File: config.mk
export PLATFORM = sky130hd
export DESIGN_NAME = pipe_mem_arbiter
export DESIGN_NICKNAME = d
export VERILOG_FILES = /design/src/rtl/pipe_mem_pkg.sv /design/src/rtl/sat_counter.sv /design/src/rtl/pipe_mem_arbiter.sv
export SDC_FILE = /design/constraint.sdc
export NUM_CORES = 1
export LEC_CHECK = 0
export CAP_MARGIN = 20
export CORE_AREA = 3 3 127 129
export CTS_BUF_LIST = sky130_fd_sc_hd__clkbuf_8 sky130_fd_sc_hd__clkbuf_16
export DETAILED_ROUTE_END_ITERATION = 16
export DIE_AREA = 0 0 130 132
export MAX_ROUTING_LAYER = met4
export PLACE_DENSITY = 0.7
export SETUP_SLACK_MARGIN = 0.4
export SLEW_MARGIN = 15
export SYNTH_ARGS = -nofsm -noshare
export SYNTH_HDL_FRONTEND = slang
export SYNTH_SLANG_ARGS = --single-unit
File: constraint.sdc
create_clock -name clk -period 2.67 [get_ports clk]
set_input_delay 0.534 -clock clk [delete_from_list [all_inputs] [get_ports clk]]
set_output_delay 0.534 -clock clk [all_outputs]
set_load 0.005 [all_outputs]
File: src/rtl/pipe_mem_pkg.sv
// Shared types for the IF/MEM memory arbiter: FSM states,
// grant owner and default address/data widths.
package pipe_mem_pkg;

    localparam int ADDR_W_DEF = 32;
    localparam int DATA_W_DEF = 32;

    typedef enum logic [2:0] {
        IDLE,
        IF_WAIT,
        D0_WAIT,
        D1_WAIT,
        EXC
    } state_e;

    typedef enum logic {
        GRANT_IF,
        GRANT_D
    } grant_e;

endpackage

File: src/rtl/sat_counter.sv
// Saturating up-counter used for arbiter stall statistics.
// Ports: clk, reset (async, active-low), inc (count enable), count.
module sat_counter #(
    parameter int W = 32
) (
    input  logic         clk,
    input  logic         reset,
    input  logic         inc,
    output logic [W-1:0] count
);

    logic [W-1:0] count_q;
    logic [W-1:0] count_d;

    always_comb begin
        count_d = count_q;
        if (inc && (count_q != '1)) begin
            count_d = count_q + W'(1);
        end
    end

    always_ff @(posedge clk or negedge reset) begin
        if (!reset) begin
            count_q <= '0;
        end else begin
            count_q <= count_d;
        end
    end

    assign count = count_q;

endmodule

File: src/rtl/pipe_mem_arbiter.sv
// Arbiter sharing one synchronous-read memory between fetch (IF) and
// data (MEM) requesters; sequences LW/SW and two-beat LDW/SDW.
// Ports: clk, reset (async active-low); if_req/if_addr -> if_ack/if_rdata;
// d_req/d_we/d_double/d_rd_odd/d_addr/d_wdata0/1 -> d_ack/d_exception/
// d_rdata0/1; mem_en/mem_we/mem_addr/mem_wdata <- mem_rdata.
// Optional ARB_PERF_CNT_EN adds perf_if_wait/perf_d_wait stall counters.
module pipe_mem_arbiter
    import pipe_mem_pkg::*;
#(
    parameter int ADDR_W = ADDR_W_DEF,
    parameter int DATA_W = DATA_W_DEF
) (
    input  logic              clk,
    input  logic              reset,
    input  logic              if_req,
    input  logic [ADDR_W-1:0] if_addr,
    output logic              if_ack,
    output logic [DATA_W-1:0] if_rdata,
    input  logic              d_req,
    input  logic              d_we,
    input  logic              d_double,
    input  logic              d_rd_odd,
    input  logic [ADDR_W-1:0] d_addr,
    input  logic [DATA_W-1:0] d_wdata0,
    input  logic [DATA_W-1:0] d_wdata1,
    output logic              d_ack,
    output logic              d_exception,
    output logic [DATA_W-1:0] d_rdata0,
    output logic [DATA_W-1:0] d_rdata1,
    output logic              mem_en,
    output logic              mem_we,
    output logic [ADDR_W-1:0] mem_addr,
    output logic [DATA_W-1:0] mem_wdata,
    input  logic [DATA_W-1:0] mem_rdata
`ifdef ARB_PERF_CNT_EN
    ,
    output logic [31:0]       perf_if_wait,
    output logic [31:0]       perf_d_wait
`endif
);

    state_e            state_q, state_d;
    grant_e            last_grant_q, last_grant_d;
    logic [DATA_W-1:0] d_rdata0_q, d_rdata0_d;
    logic [DATA_W-1:0] d_rdata1_q, d_rdata1_d;
    logic              d_win;

    always_comb begin
        state_d      = state_q;
        last_grant_d = last_grant_q;
        d_rdata0_d   = d_rdata0_q;
        d_rdata1_d   = d_rdata1_q;
        mem_en       = 1'b0;
        mem_we       = 1'b0;
        mem_addr     = '0;
        mem_wdata    = '0;
        if_ack       = 1'b0;
        d_ack        = 1'b0;
        d_exception  = 1'b0;
        // Data wins when alone, or on a tie when fetch had the last grant.
        d_win = d_req && (!if_req || (last_grant_q == GRANT_IF));

        unique case (state_q)
            IDLE: begin
                if (d_win) begin
                    last_grant_d = GRANT_D;
                    if (d_double && d_rd_odd) begin
                        state_d = EXC;
                    end else begin
                        mem_en    = 1'b1;
                        mem_we    = d_we;
                        mem_addr  = d_addr;
                        mem_wdata = d_wdata0;
                        state_d   = D0_WAIT;
                    end
                end else if (if_req) begin
                    last_grant_d = GRANT_IF;
                    mem_en       = 1'b1;
                    mem_addr     = if_addr;
                    state_d      = IF_WAIT;
                end
            end
            IF_WAIT: begin
                if_ack  = 1'b1;
                state_d = IDLE;
            end
            D0_WAIT: begin
                if (!d_we) begin
                    d_rdata0_d = mem_rdata;
                end
                if (d_double) begin
                    // Second beat wraps naturally at the top of the space.
                    mem_en    = 1'b1;
                    mem_we    = d_we;
                    mem_addr  = d_addr + ADDR_W'(1);
                    mem_wdata = d_wdata1;
                    state_d   = D1_WAIT;
                end else begin
                    d_ack   = 1'b1;
                    state_d = IDLE;
                end
            end
            D1_WAIT: begin
                if (!d_we) begin
                    d_rdata1_d = mem_rdata;
                end
                d_ack   = 1'b1;
                state_d = IDLE;
            end
            EXC: begin
                d_ack       = 1'b1;
                d_exception = 1'b1;
                state_d     = IDLE;
            end
            default: begin
                state_d = IDLE;
            end
        endcase
    end

    always_ff @(posedge clk or negedge reset) begin
        if (!reset) begin
            state_q      <= IDLE;
            last_grant_q <= GRANT_IF;
            d_rdata0_q   <= '0;
            d_rdata1_q   <= '0;
        end else begin
            state_q      <= state_d;
            last_grant_q <= last_grant_d;
            d_rdata0_q   <= d_rdata0_d;
            d_rdata1_q   <= d_rdata1_d;
        end
    end

    assign if_rdata = mem_rdata;
    assign d_rdata0 = d_rdata0_q;
    assign d_rdata1 = d_rdata1_q;

`ifdef ARB_PERF_CNT_EN
    sat_counter #(.W(32)) u_perf_if (
        .clk   (clk),
        .reset (reset),
        .inc   (if_req && !if_ack),
        .count (perf_if_wait)
    );

    sat_counter #(.W(32)) u_perf_d (
        .clk   (clk),
        .reset (reset),
        .inc   (d_req && !d_ack),
        .count (perf_d_wait)
    );
`endif

endmodule

Word-level counts from Yosys, hierarchy flattened
Cells that the tools add are included.

word-level totals
  memory bits (writable) = 0
  logic and storage cells = 51
  bits in latches = 0
  input bits = 167
  memory bits (read-only) = 0
  memories = 0
  bits in registers = 68

operators by class
  order comparisons = 0
  bitwise logic cells = 2
  muxes and demuxes = 29
  shift-type cells = 0
  divide/modulo/power cells = 0
  reduce and logical (&&, ||, !) cells = 10
  multiply operators = 0
  $add $sub $neg = 1
  eq/ne operators = 5

operators with widths
  kind                                                  number
  2-to-1 mux 32 bit                                     7
  one-hot mux 32 bit (2 select lines)                   2
  adder 32 x 1 -> 32 bit (second input constant)        1
  2-to-1 mux 1 bit                                      12
  2-to-1 mux 3 bit                                      3
  equality test 3 x 2 -> 1 bit (second input constant)  2
  one-hot mux 1 bit (2 select lines)                    3
  one-hot mux 3 bit (2 select lines)                    1
  AND reduction 2 bit                                   3
  equality test 3 x 1 -> 1 bit (second input constant)  1
  equality test 3 bit (second input constant)           1
  logical NOT 3 bit                                     1
  inequality test 3 bit (second input constant)         1
  logical AND 1 bit                                     2
  2-to-1 mux 2 bit                                      1
  NOT 1 bit                                             2
  nonzero test 2 bit                                    1
  OR reduction 2 bit                                    1
  logical NOT 1 bit                                     1
  logical OR 1 bit                                      1

Logic depth before layout (Yosys ltp)
  word-level depth = 5
  depth in mapped cells = 8
  gate-level depth less buffers = 6

Least setup slack after synthesis
OpenSTA, ideal clock, no wires.

  kind = input to output
  from = in d_addr[8]
  to = out mem_addr[17]
  stages on the path = 6
  buffers on the path = 1
  data required time = 2136 ps
  data arrival time = 1765 ps
  setup slack = 371 ps
  path through = buf_6 -> nand4_4 -> nor4_2 -> nand3_1 -> mux2i_1 -> a221o_1

on the way
  longest elaborated chain between the ends = 3

ends and longest elaborated chain
  element                              RTL line                text
  start, declared                      pipe_mem_arbiter.sv:23  input logic [ADDR_W-1:0] d_addr,
  adder 32 x 1 -> 32 bit               pipe_mem_arbiter.sv:95  mem_addr = d_addr + ADDR_W'(1);
  2-to-1 mux 32 bit                    pipe_mem_arbiter.sv:91  if (d_double) begin
  one-hot mux 32 bit (2 select lines)  pipe_mem_arbiter.sv:63  unique case (state_q)
  end, declared                        pipe_mem_arbiter.sv:32  output logic [ADDR_W-1:0] mem_addr,

No other way between the ends.

Worst setup path after layout
  from = reg state_q[1]
  to = out mem_addr[12]

on the way
  longest elaborated chain between the ends = 2
  elaborated cells between the ends (all ways) = 3
  those cells by class = eq/ne (1); mux (1); reduce/logical (1)

ends and longest elaborated chain
  element                                                                   RTL line                 text
  start, declared                                                           pipe_mem_arbiter.sv:42   state_e state_q, state_d;
  start signal, assigned                                                    pipe_mem_arbiter.sv:128  state_q <= state_d;
  equality test 3 x 2 -> 1 bit / logical NOT 3 bit (equally long branches)  pipe_mem_arbiter.sv:63
  one-hot mux 32 bit (2 select lines) (*)                                   pipe_mem_arbiter.sv:63

Every way passes the cells marked *; elsewhere a longest branch is shown, timed or not.

==> metrics.yaml <==
min_path_type: "in -> async"
drive_gt1_share_pct: 45.6
grt_pass1_vias: 5420
grt_util_all_layers_pct: 23.4
setup_tns_ns: 0
start_util_pct: 29.1
seq_area_frac_synth_pct: 38.7
gp_congestion: 0.890
drt-initial-drc-count: 177
layout.cells.non_filler: 1043
regArea_mm2: 0.00170
grt_pass1_wl_um: 30300
path_buf_inv: 5
io-pin-count: 332
mostFrequentLayoutCells: "clkdlybuf4s50_1, buf_4, buf_2"
final_common_cell: "clkdlybuf4s50_1"
slew_headroom_pct: 51.4
synth_warnings: 0
pwr-share-comb_pct: 60.5
crit_arrival_ns: 2.03
cp_cell_sequence: "nor3_4 > nand3_4 > a21oi_4 > buf_6 > buf_6 > buf_16 > buf_8 > o21ai_2 > o311ai_2 > buf_2"
grt_max_degree: 38
tightest_slew_ns: 0.730
drc_errors: 0
p_leak_nw: 4.15
async_flop_share_pct: 100
dieArea_mm2: 0.0172
syn2layout_area_growth_pct: 113
power_switching_mw: 2.29
cp_slowest_stage_delay_ns: 0.43
outcome: "complete, no violations"
p_total_mw: 7.26
dp_hpwl_um: 15600
pwr-share-seq_pct: 24.8
io_buffers: 331
whs_ns: 0.272
fp-row-count: 45
syn_inst: 422
die_h_um: 132
cp-end-kind: "output port"
synth_cell_types: 57
slew_violations: 0
finalClockSkew_ns: 0.00450
clock_power_share_pct: 14.7
cts_max_level: 3
hold_viol: 0
final.min_clock_period_ns: 2.57
critPathTopFamily: "buffers and inverters"
ys_top_cells_by_area: "dfrtp_1, mux2_2, a22o_1"
nets: 1017
ys_ff_latch: 68
finalCritPeriodShare_pct: 96.2
dr_total_vias: 5295
ys.flop_type: "dfrtp_1"
cts_made_buffers: 9
clk_latency_ns: 0.32
yosysTopAreaCellShare_pct: 38.7
cp_max_fo: 4
routed_via_density: 5.08
cap_violations: 0
crit_path_start_kind: "flop"
cpMaxStageDelayCell: "dfrtp_2"
cts_tree: "done"
clkTransAtPathRegs_ns: 0.05
max_freq_ghz: 0.389
syn_area_mm2: 0.00440
postRouteWirelength_um: 20600
grt_setup_unrepaired: "yes"
multi_input_area_mm2: 0.00269
n_fill_cell: 1193
setup_viol_count_final: 0
overflow: 0
core_mm2: 0.0151
cts.sinks: 68
grt_antenna_before_repair: 1
cts_root_buffer: "clkbuf_16"
yosysTopAreaCell: "dfrtp_1"
place_inst: 965
post_drt_wl_per_cell_um: 19.7
swShare_pct: 31.5
die_w_um: 130
syn-num-nets: 590
synth-edff-count: 0
ant_nets: 0
cp_common_cell: "buf_6"
dr.pass1.iters: 4
p_int_mw: 4.97
power.density_mw_per_mm2: 773
vdd_drop_max_v: 0.000311
clockBufferDepth: 2
avgSynthCellArea_um2: 10.4
worstPathRequired_ns: 2.14
crit_type: "reg -> out"
cells in the mapped netlist, types with 5 or more instances:
cell	number
dfrtp_1	68
mux2_2	63
nand2_1	34
buf_4	32
a22o_1	31
nand3_1	17
buf_2	16
nor2_1	16
o21ai_1	12
o21ai_0	11
a221o_1	10
o311ai_1	10
a21oi_1	9
o211ai_1	7
clkbuf_1	6
nand4_1	6
a22oi_1	5
inv_1	5
metal layers:
metal  wire, um  global-route usage (%)  vias up
li1           -                       -     2438
met1       7600                    24.7     2525
met2      10900                    41.9      277
met3       1320                    4.42       55
met4        761                    10.2        0
met5          0                       -        -
power by group through the flow:
stage | Clock, mW | Sequential (mW) | Combinational [mW]
floorplan | 0 | 1.82 | 1.34
global placement | 0 | 1.79 | 3.81
detailed placement | 0 | 1.82 | 3.85
CTS | 1.12 | 1.81 | 4.16
global route | 1.16 | 1.88 | 4.66
finish | 1.07 | 1.80 | 4.39
repair_timing:
action,4_1_cts,5_1_grt
resized for setup,432,88
hold buffers,0,0
buffers inserted,40,12
pin swaps,81,56
cloned,8,1
endpoints found under the setup margin,69,66
cell type report:
cell class / count / share of cell area, %
clock inverters: 5 / 0.307
clock buffers: 11 / 2.69
diodes: 1 / 0.0267
flip-flops and latches: 68 / 18.2
inverters: 5 / 0.200
repair buffers: 476 / 47.4
well taps: 188 / 2.51
multi-input cells: 289 / 28.7
registers in the layout, indices dropped and copies added (netlist names):
signal	flops
d_rdata0	32
d_rdata1	32
state_q	3
last_grant_q	1
cell families (layout without fill, tap and decap cells):
logic type	after synthesis	after routing	synth area share, %
compound gates	111	111	19.4
mux	67	67	17.1
buf+inv	65	497	9.72
simple gates	107	107	14.3
xor+xnor	3	3	0.597
other cells	0	1	0
fa+ha+maj	1	1	0.284
flops	68	68	38.7
worst paths after layout:
| check | depth (start not counted) | from | to | slack (ns) |
|---|---|---|---|---|
| min | 1 | reset | d_rdata1[16]$_DFFE_PN0P_ | 0.27 |
| min in group clk | 1 | d_rdata1[31]$_DFFE_PN0P_ | d_rdata1[31]$_DFFE_PN0P_ | 0.50 |
| max | 10 | state_q[1]$_DFFE_PN0P_ | mem_addr[12] | 0.10 |
| max in group asynchronous | 2 | reset | state_q[1]$_DFFE_PN0P_ | 1.72 |
| max reg2reg | 6 | state_q[2]$_DFFE_PN0P_ | d_rdata1[17]$_DFFE_PN0P_ | 0.94 |
| min reg2reg | 1 | d_rdata1[31]$_DFFE_PN0P_ | d_rdata1[31]$_DFFE_PN0P_ | 0.50 |
worst reg2reg max path: cells and delay by family (launching register included):
kind                   cells  cell delay [ns]
AND/OR/NAND/NOR            2             0.27
flip-flops                 1             0.42
multiplexers               1             0.40
buffers and inverters      3             0.53
stage by stage:
| stage | util [%] | setup WS [ns] | cell area (um2) |
|---|---|---|---|
| 6_report | 62.0 | 0.102 | 9390 |
| 3_5_place_dp | 54.6 | -0.767 | 8270 |
| 5_1_grt | 62.0 | 0.0292 | 9390 |
| 2_1_floorplan | - | 0.411 | 4410 |
| 3_3_place_gp | 54.6 | -0.724 | 8270 |
| 4_1_cts | 59.9 | 0.0932 | 9070 |
No activity file was read; power rests on OpenSTA's default activity.
